[config.mk]
export PLATFORM = sky130hd
export DESIGN_NAME = uart_cmd_input_handler_flat
export DESIGN_NICKNAME = d
export VERILOG_FILES = /design/src/rtl/uart_cmd_input_handler_if.sv /design/src/rtl/uart_cmd_input_handler.sv /design/src/flat_wrapper.sv
export SDC_FILE = /design/constraint.sdc
export NUM_CORES = 1
export LEC_CHECK = 0
export ABC_AREA = 0
export BUFFER_PORTS_ARGS = -buffer_cell sky130_fd_sc_hd__buf_2
export CORE_ASPECT_RATIO = 0.75
export CORE_MARGIN = 2
export CORE_UTILIZATION = 49
export CTS_CLUSTER_SIZE = 24
export DETAILED_ROUTE_END_ITERATION = 10
export PLACE_DENSITY_LB_ADDON = 0.2
export SLEW_MARGIN = 20
export SYNTH_ARGS = -nofsm -noshare
export SYNTH_HDL_FRONTEND = slang
export SYNTH_SLANG_ARGS = --single-unit
[constraint.sdc]
create_clock -name clk -period 3.5 [get_ports clk]
set_clock_uncertainty 0.2 [all_clocks]
set_input_delay 0.525 -clock clk [delete_from_list [all_inputs] [get_ports clk]]
set_output_delay 0.525 -clock clk [all_outputs]
set_load 0.01 [all_outputs]
[src/rtl/uart_cmd_input_handler_if.sv]
// Byte-stream input and decoded command output bundle for uart_cmd_input_handler.
// The slave side is the parser; the master side feeds bytes and consumes frames.
interface uart_cmd_input_handler_if;
    logic        byte_available;
    logic [7:0]  rx_byte;
    logic [31:0] command;
    logic [31:0] address;
    logic [31:0] data;
    logic        ready;

    modport master (
        output byte_available,
        output rx_byte,
        input  command,
        input  address,
        input  data,
        input  ready
    );

    modport slave (
        input  byte_available,
        input  rx_byte,
        output command,
        output address,
        output data,
        output ready
    );
endinterface

[src/rtl/uart_cmd_input_handler.sv]
// ASCII-hex frame parser: a start character followed by command, address and data hex digits
// is decoded into three 32-bit words, announced by a one-cycle ready pulse.
module uart_cmd_input_handler #(
    parameter logic [7:0]  START_CHAR = 8'h4C,
    parameter int unsigned NUM_DIGITS = 24
) (
    input logic                      clk,
    input logic                      rst,
    uart_cmd_input_handler_if.slave  bus
);

    localparam int unsigned SrW  = 4 * NUM_DIGITS;
    localparam int unsigned CntW = $clog2(NUM_DIGITS + 1);
    localparam logic [CntW-1:0] LastCnt = CntW'(NUM_DIGITS - 1);

    // The start character is accepted in either letter case.
    localparam logic StartIsAlpha = ((START_CHAR | 8'h20) >= 8'h61) &&
                                    ((START_CHAR | 8'h20) <= 8'h7A);
    localparam logic [7:0] StartAlt = StartIsAlpha ? (START_CHAR ^ 8'h20) : START_CHAR;

    typedef enum logic [0:0] {StIdle, StRead} state_e;

    state_e           state_q;
    logic [CntW-1:0]  count_q;
    logic [SrW-1:0]   sr_q;
    logic [31:0]      command_q;
    logic [31:0]      address_q;
    logic [31:0]      data_q;
    logic             ready_q;

    logic             is_ws;
    logic             is_start;
    logic             is_hex;
    logic [3:0]       nib;
    logic [SrW-1:0]   sr_next;

    always_comb begin
        is_ws    = (bus.rx_byte == 8'h20) || (bus.rx_byte == 8'h09) ||
                   (bus.rx_byte == 8'h0D) || (bus.rx_byte == 8'h0A);
        is_start = (bus.rx_byte == START_CHAR) || (bus.rx_byte == StartAlt);
        is_hex   = 1'b0;
        nib      = 4'h0;
        if (bus.rx_byte >= 8'h30 && bus.rx_byte <= 8'h39) begin
            is_hex = 1'b1;
            nib    = bus.rx_byte[3:0];
        end else if ((bus.rx_byte >= 8'h41 && bus.rx_byte <= 8'h46) ||
                     (bus.rx_byte >= 8'h61 && bus.rx_byte <= 8'h66)) begin
            is_hex = 1'b1;
            nib    = bus.rx_byte[3:0] + 4'd9;
        end
        sr_next = {sr_q[SrW-5:0], nib};
    end

    always_ff @(posedge clk) begin
        if (rst) begin
            state_q   <= StIdle;
            count_q   <= '0;
            sr_q      <= '0;
            command_q <= '0;
            address_q <= '0;
            data_q    <= '0;
            ready_q   <= 1'b0;
        end else begin
            ready_q <= 1'b0;
            if (bus.byte_available && !is_ws) begin
                unique case (state_q)
                    StIdle: begin
                        if (is_start) begin
                            state_q <= StRead;
                            count_q <= '0;
                            sr_q    <= '0;
                        end
                    end
                    StRead: begin
                        if (is_hex) begin
                            sr_q <= sr_next;
                            if (count_q == LastCnt) begin
                                // Publish the completed frame including this final nibble.
                                command_q <= sr_next[SrW-1 -: 32];
                                address_q <= sr_next[SrW-33 -: 32];
                                data_q    <= sr_next[SrW-65 -: 32];
                                ready_q   <= 1'b1;
                                count_q   <= '0;
                                state_q   <= StIdle;
                            end else begin
                                count_q <= count_q + 1'b1;
                            end
                        end else if (is_start) begin
                            count_q <= '0;
                            sr_q    <= '0;
                        end else begin
                            state_q <= StIdle;
                        end
                    end
                    default: state_q <= StIdle;
                endcase
            end
        end
    end

    assign bus.command = command_q;
    assign bus.address = address_q;
    assign bus.data    = data_q;
    assign bus.ready   = ready_q;

endmodule

[src/flat_wrapper.sv]
// flat-port wrapper written by rule: the top's interface ports become plain ports
module uart_cmd_input_handler_flat 
#(
    parameter logic [7:0]  START_CHAR = 8'h4C,
    parameter int unsigned NUM_DIGITS = 24
)
  (clk, rst, bus_byte_available, bus_rx_byte, bus_command, bus_address, bus_data, bus_ready);
  uart_cmd_input_handler_if bus_i ();
  input logic clk;
  input logic rst;
  input wire logic [$bits(bus_i.byte_available)-1:0] bus_byte_available;
  input wire logic [$bits(bus_i.rx_byte)-1:0] bus_rx_byte;
  output wire logic [$bits(bus_i.command)-1:0] bus_command;
  output wire logic [$bits(bus_i.address)-1:0] bus_address;
  output wire logic [$bits(bus_i.data)-1:0] bus_data;
  output wire logic [$bits(bus_i.ready)-1:0] bus_ready;
  assign bus_i.byte_available = bus_byte_available;
  assign bus_i.rx_byte = bus_rx_byte;
  assign bus_command = bus_i.command;
  assign bus_address = bus_i.address;
  assign bus_data = bus_i.data;
  assign bus_ready = bus_i.ready;
  uart_cmd_input_handler #(.START_CHAR(START_CHAR), .NUM_DIGITS(NUM_DIGITS)) u_core (.clk(clk), .rst(rst), .bus(bus_i));
endmodule
### Word level (Yosys, flattened, before mapping)

Index checks and enable logic that the tools add are counted.
W data, S select, Z words.

* bits in registers: 199
* bits of input ports: 11
* output and inout bits: 97
* logic and storage cells: 53

* add/sub/neg operators: 2
* $lt $le $gt $ge: 6
* equal/unequal tests: 7
* muxes and demuxes: 16
* bitwise logic cells: 3
* reductions and logical operators: 12

Operator list (count)
* $mux W96: 2
* $pmux W96 S2: 1
* $eq A8 B4 Y1 const B: 3
* $eq A8 B7 Y1 const B: 2
* $ge A8 B7 Y1 const B: 2
* $le A8 B7 Y1 const B: 2
* $mux W5: 3
* $pmux W5 S2: 1
* $eq A8 B6 Y1 const B: 1
* $ge A8 B6 Y1 const B: 1
* $le A8 B6 Y1 const B: 1
* $mux W4: 2
* $mux W1: 6
* $add A5 B1 Y5 const B: 1
* $eq A5 B5 Y1 const B: 1
* $logic_or A1 B1 Y1: 5
* $add A4 B4 Y4 const B: 1
* $logic_and A1 B1 Y1: 4
* $reduce_and A4 Y1: 1
* $reduce_or A4 Y1: 1
* $not A1 Y1: 3
* $pmux W1 S2: 1
* $logic_not A1 Y1: 1

### Logic depth before layout (Yosys ltp)

Gate-level depths: netlist of the first run.

* depth after elaboration: 8
* depth in mapped cells: 11
* depth with buffers taken out: 8

### Worst setup path before layout of the first run

OpenSTA, ideal clock, no wires.

* path type: in2reg
* from: in bus_rx_byte[0]
* to: reg u_core.address_q[0], in the netlist u_core.bus.address[0]
* setup time: 0.132 ns
* arrival: 2.418 ns
* slack: 0.750 ns
* stages: 11
* buffers on the path: 3
* cell sequence: inv_1 > ha_1 > nor4bb_1 > o41ai_4 > nand2_1 > or3_1 > clkbuf_1 > buf_6 > buf_4 > nand2_1 > a21oi_1

* word-level cells in the longest chain between the ends: 7
* elaborated cells between the ends (all ways): 22
* those cells by class: order compare: 6; eq/ne: 4; mux: 2; reduce/logical: 10

Ends and longest elaborated chain
* from (decl): line flat_wrapper.sv:12 `input wire logic [$bits(bus_i.rx_byte)-1:0] bus_rx_byte;`
* parallel branches: the longest is 6 deep, another holds $ge A8 B7 Y1
* $reduce_and A4 Y1 (no source line) *
* to (signal assigned): line uart_cmd_input_handler.sv:80 `address_q <= sr_next[SrW-33 -: 32];`
* to (decl): line uart_cmd_input_handler.sv:27 `logic [31:0] address_q;`

Every way passes the cells marked *.
A chain may end at the register's enable or synchronous reset.

### Worst setup path after layout of the first run

* from: in bus_rx_byte[0]
* to: reg u_core.address_q[24], in the netlist u_core.bus.address[24]

The elaborated chain is that of the path after synthesis.

==> flow_summary.ini, run 1 <==
[timing]
slew_headroom_pct = 52.5
fin_tns_setup_ns = 0
grt_setup_unrepaired = no
tightest_slew_ns = 0.713
worst_slack_ns = 0.651
whs_ns = 0.247
period_needed_ns = 2.85
report.final.hold_viol_count = 0
setup_viol = 0
min_period_over_period_pct = 81.4
max_freq_mhz = 351
slew_viol_final = 0

[critical_path]
rr_startpoint = u_core.count_q[0]$_SDFFE_PP0N_
arrival_ns = 2.93
endpoint_kind = flop
crit_cells = 10
crit_buf_inv = 3
crit_end = u_core.bus.address[24]$_SDFFE_PP0P_
path_max_fanout = 54
slowest_stage = o41ai_4
timing.rr.end = u_core.bus.address[24]$_SDFFE_PP0P_
crit_type = in -> reg
critPathMaxStageDelay_ns = 0.49
reg2regPathDepth = 6
cp_top_family = simple AND/OR/NAND/NOR gates
required_ns = 3.58
crit_path_cell_trace = buf_2 -> inv_1 -> ha_1 -> nor4bb_1 -> o41ai_4 -> nand2_1 -> or3_4 -> buf_4 -> nand2_1 -> a21oi_1
start_kind = input port
reg2reg_slack_ns = 1.33
cpMostUsedCell = nand2_1
startpoint = bus_rx_byte[0]

[yosys]
synthCells = 691
yosys_warnings = 0
ys_seq_elements = 195
ys_seq_area_share_pct = 58.6
synth_common_cells = dfxtp_1, nand2_1, a21oi_1, a22o_1, clkbuf_1
synth_top_area_cell = dfxtp_1
ys.flop_type = dfxtp_1
postSynth.asyncResetShare_pct = 0
synth_cell_types = 41
synth_top_area_share_pct = 58.6
avgSynthCellArea_sq_um = 9.63
yosysMostFrequentCell = dfxtp_1
synthTopCellsByArea = dfxtp_1, a22o_1, nand2_1
synth_enable_flop_cells = 0
syn-num-nets = 707
netlist_area_sq_mm = 0.00666

[route]
first_iter_violations = 443
drc_errors = 0
drt_pass1_iterations = 4
postRouteAntennaNets = 0
vias_per_cell = 5.40
wire_per_inst_um = 14.9
vias = 5170
postRouteWirelength_um = 14300

[layout]
drive_above_1_share_pct = 19.5
synthToLayoutAreaGrowth_pct = 17.8
fin_area_sq_mm = 0.00784
nets = 789
instances_no_fill = 957
fillers = 1123
utilization_pct = 59.8
antenna_cells = 0

[cts]
path_clk_slew_ns = 0.07
numCtsBuffers = 17
cts_tree = built
htreeDepth = 4
cts.sinks = 195
cts_resized = 0
ctsHoldBuffers = 0
post_cts_buffers = 0
clk_root_buffer_cell = clkbuf_16
clk_latency_ns = 0.43
cts_buffer_depth = 2

[placement]
post-place-ws_ns = 0.216
place.gp.congestion = 0.747
place_area_sq_mm = 0.00729
dpl.cell_count = 925
port_buffers = 107
dp_hpwl_um = 9120

[run]
cap_violations = 0

[global_routing]
grt_pass1_vias = 4858
grtUsageTotal_pct = 20.1
grt_max_degree = 69
grt_pass1_wl_um = 24000
overflow = 0
grt_antenna_before_repair = 0

[floorplanning]
io_pins = 108
rows = 36
start_util_pct = 50.8
die_area_sq_mm = 0.0145
die_w_um = 139
chipHeight_um = 105
core_sq_mm = 0.0131

[pwr]
peakVddDrop_mv = 0.376
p_total_mw = 4.10
pwr_density_cell_mw_per_mm2 = 523
power_leakage_nw = 3.17

[outcome]
status = complete, no violations

[min_path]
hold_class = reg -> reg
state kept, by name, summed over array words and instances (netlist names):
name                count
u_core.sr_q            92
u_core.bus.address     32
u_core.bus.command     32
u_core.bus.data        32
u_core.count_q          5
u_core.bus.ready        1
u_core.state_q          1
tightest hold or removal path: cells and delay by family, from the launching register on:
family	cells	cell delay, ns
AND/OR/NAND/NOR	1	0.05
flip-flops	1	0.31
AO/OA/AOI/OAI	1	0.05
power by group:
| part | internal, mW | switching [mW] | leakage [nW] |
|---|---|---|---|
| logic | 0.0191 | 0.0588 | 1.32 |
| clock network | 0.995 | 0.810 | 0.273 |
| registers | 2.22 | 0.0000525 | 1.57 |
final cells by class:
cell class	instances	area (sq um)	share of cell area (%)
multi-input cells	439	2500	31.9
clock buffers	19	443	5.65
flip-flops and latches	195	3900	49.8
clock inverters	13	110	1.40
inverters	4	15.0	0.192
well taps	171	214	2.73
repair buffers	116	656	8.36
metal layers:
| metal | vias up | share of wire (%) | global-route usage [%] |
|---|---|---|---|
| li1 | 2574 | - | - |
| met3 | 13 | 4.5 | 5.18 |
| met4 | 0 | 1.0 | 6.78 |
| met5 | - | 0 | 0 |
| met1 | 2466 | 50 | 28.5 |
| met2 | 117 | 45 | 30.0 |
worst min path at each step:
stage | from | end | slack [ns] | depth (start not counted)
after floorplan | u_core.sr_q[88]$_SDFFE_PP0N_ | u_core.bus.command[28]$_SDFFE_PP0P_ | 0.24 | 2
after global placement | u_core.bus.command[14]$_SDFFE_PP0P_ | u_core.bus.command[14]$_SDFFE_PP0P_ | 0.24 | 2
after detailed placement | u_core.bus.address[14]$_SDFFE_PP0P_ | u_core.bus.address[14]$_SDFFE_PP0P_ | 0.24 | 2
final | u_core.bus.address[14]$_SDFFE_PP0P_ | u_core.bus.address[14]$_SDFFE_PP0P_ | 0.25 | 2
after global routing | u_core.bus.command[28]$_SDFFE_PP0P_ | u_core.bus.command[28]$_SDFFE_PP0P_ | 0.26 | 2
after CTS | u_core.bus.data[17]$_SDFFE_PP0P_ | u_core.bus.data[17]$_SDFFE_PP0P_ | 0.25 | 2
cell families (layout without fill, tap and decap cells):
logic type | Yosys count | after routing | share of synthesized area (%)
adder cells (fa/ha/maj) | 5 | 5 | 0.940
AO/OA/AOI/OAI | 209 | 209 | 21.9
buffers and inverters | 57 | 152 | 4.15
multiplexers | 1 | 1 | 0.150
AND/OR/NAND/NOR | 224 | 224 | 14.2
flip-flops | 195 | 195 | 58.6
cell usage in the layout (no fill, tap or decap), drive strengths merged, types with 3 or more instances in the layout:
cell type | netlist | routed
nor3b | 3 | 3
inv | 4 | 5
buf | 23 | 116
clkbuf | 30 | 19
nor3 | 5 | 5
a21oi | 100 | 100
a21o | 4 | 4
nand2 | 189 | 189
dfxtp | 195 | 195
ha | 5 | 5
nor2 | 8 | 8
clkinv | 0 | 9
a22o | 89 | 89
Power figures use the tool's default switching activity.
==> run 2: changes to the inputs <==
==> constraint.sdc (replaced) <==
create_clock -name clk -period 2.67 [get_ports clk]
set_clock_uncertainty 0.2 [all_clocks]
set_input_delay 0.4005 -clock clk [delete_from_list [all_inputs] [get_ports clk]]
set_output_delay 0.4005 -clock clk [all_outputs]
set_load 0.01 [all_outputs]
==> flow_summary.ini, run 2 (synthesized netlist as in run 1, its figures left out) <==
[placement]
port_buffers = 107
dp_hpwl_um = 9360
place_area_sq_mm = 0.00740
place.gp.congestion = 0.935

[pwr]
p_int_mw = 4.33
pwr_density_cell_mw_per_mm2 = 684
power.net_switching_mw = 1.12
combPwrFrac_pct = 2.0
p_sw_share_pct = 20.6
clkPwrFrac_pct = 44.6
power_leakage_nw = 3.23
peakVddDrop_mv = 0.458
p_seq_share_pct = 53.4

[route]
drc_errors = 0
postRouteWirelength_um = 14500
vias = 5237
wire_per_inst_um = 14.9
drt_pass1_iterations = 5
vias_per_cell = 5.42
first_iter_violations = 393
postRouteAntennaNets = 0

[global_routing]
grt_antenna_before_repair = 0
grt_pass1_vias = 4906
grt_pass1_wl_um = 24100
grtUsageTotal_pct = 20.2
overflow = 0
grt_max_degree = 57

[floorplanning]
chipHeight_um = 105
die_w_um = 139
core_sq_mm = 0.0131
rows = 36
io_pins = 108
start_util_pct = 50.8
die_area_sq_mm = 0.0145

[timing]
min_period_over_period_pct = 85.8
slew_viol_final = 0
grt_setup_unrepaired = no
max_freq_mhz = 436
slew_headroom_pct = 61.1
report.final.hold_viol_count = 0
tightest_slew_ns = 0.584
period_needed_ns = 2.29
whs_ns = 0.196
setup_viol = 0

[critical_path]
slowest_stage = o41ai_4
required_ns = 2.84
crit_type = in -> reg
critPathMaxStageDelay_ns = 0.35
crit_path_cell_trace = buf_2 -> inv_1 -> ha_1 -> nor4bb_1 -> o41ai_4 -> nand2_1 -> buf_4 -> nor3_4 -> buf_4 -> a22o_1
arrival_ns = 2.46
cpMostUsedCell = buf_4
reg2reg_slack_ns = 0.62
cp_top_family = buffers and inverters
endpoint_kind = flop
path_max_fanout = 27
start_kind = input port
crit_buf_inv = 4

[layout]
final_common_cell = dfxtp_1
drive_above_1_share_pct = 20.1
nets = 799
regMostFlops = u_core.sr_q
synthToLayoutAreaGrowth_pct = 19.7
mostFrequentLayoutCells = dfxtp_1, nand2_1, buf_2
antenna_cells = 0
utilization_pct = 60.8
fin_area_sq_mm = 0.00797
largest_register_ffs = 92

[cts]
cts_tree = built
cts_buffer_depth = 2
cts_resized = 0
ctsHoldBuffers = 0
path_clk_slew_ns = 0.07
cts.sinks = 195
clk_root_buffer_cell = clkbuf_16
htreeDepth = 4
numCtsBuffers = 17
clk_latency_ns = 0.42
post_cts_buffers = 0

[min_path]
hold_class = in -> reg

[outcome]
status = complete, no violations

[run]
cap_violations = 0
==> run 2: cell types whose count changed in the layout (fill, tap and decap cells not counted), sizes merged <==
| cell | change |
|---|---|
| buf | +10 |
| clkinv | -6 |
| clkbuf | +6 |
==> run 2: power groups by stage <==
| stage | Sequential (mW) | Clock (mW) | Combinational, mW |
|---|---|---|---|
| finish | 2.91 | 2.43 | 0.111 |
| global route | 2.91 | 2.61 | 0.122 |
| CTS | 2.91 | 2.47 | 0.111 |
| detailed placement | 2.97 | 0 | 0.110 |
| global placement | 2.97 | 0 | 0.107 |
| floorplan | 2.97 | 0 | 0.0666 |
==> run 2: area by class of cell <==
type	instances	area, sq um
fill	1114	5140
sequential	195	3900
multi-input combinational	439	2500
timing repair buffer	126	768
clock buffer	25	495
tap	171	214
clock inverter	7	72.6
inverter	4	15.0
==> run 2: final timing paths <==
kind                                    endpoint  depth (start not counted)                           startpoint
min                  u_core.sr_q[1]$_SDFFE_PP0N_                          3                       bus_rx_byte[1]
max                 u_core.sr_q[15]$_SDFFE_PP0N_                         10                       bus_rx_byte[1]
min reg2reg  u_core.bus.address[22]$_SDFFE_PP0P_                          2  u_core.bus.address[22]$_SDFFE_PP0P_
max reg2reg  u_core.bus.command[30]$_SDFFE_PP0P_                          6       u_core.count_q[0]$_SDFFE_PP0N_
==> run 2: worst register-to-register path, stage by stage (launching register included) <==
cell,delay (ns)
dfxtp_1,0.39
ha_1,0.24
nand4b_1,0.25
or3_4,0.44
buf_12,0.21
nand2_1,0.12
a21oi_1,0.07
==> run 2: through the flow <==
stage | worst slack, ns | std cells | TNS (ns) | power, mW
floorplan | 0.0442 | 691 | 0 | 3.04
global placement | 0.0350 | 935 | 0 | 3.08
detailed placement | -0.0403 | 935 | -0.961 | 3.08
CTS | 0.386 | 967 | 0 | 5.49
global route | 0.253 | 967 | 0 | 5.63
finish | 0.378 | 967 | 0 | 5.45
==> run 2: metal layers <==
| metal | track usage, % | share of wire [%] | up-vias |
|---|---|---|---|
| met2 | 31.3 | 45 | 107 |
| met1 | 27.5 | 49 | 2514 |
| met4 | 6.63 | 1.2 | 0 |
| met3 | 5.55 | 5.0 | 21 |
| li1 | - | - | 2595 |
| met5 | 0 | 0 | - |
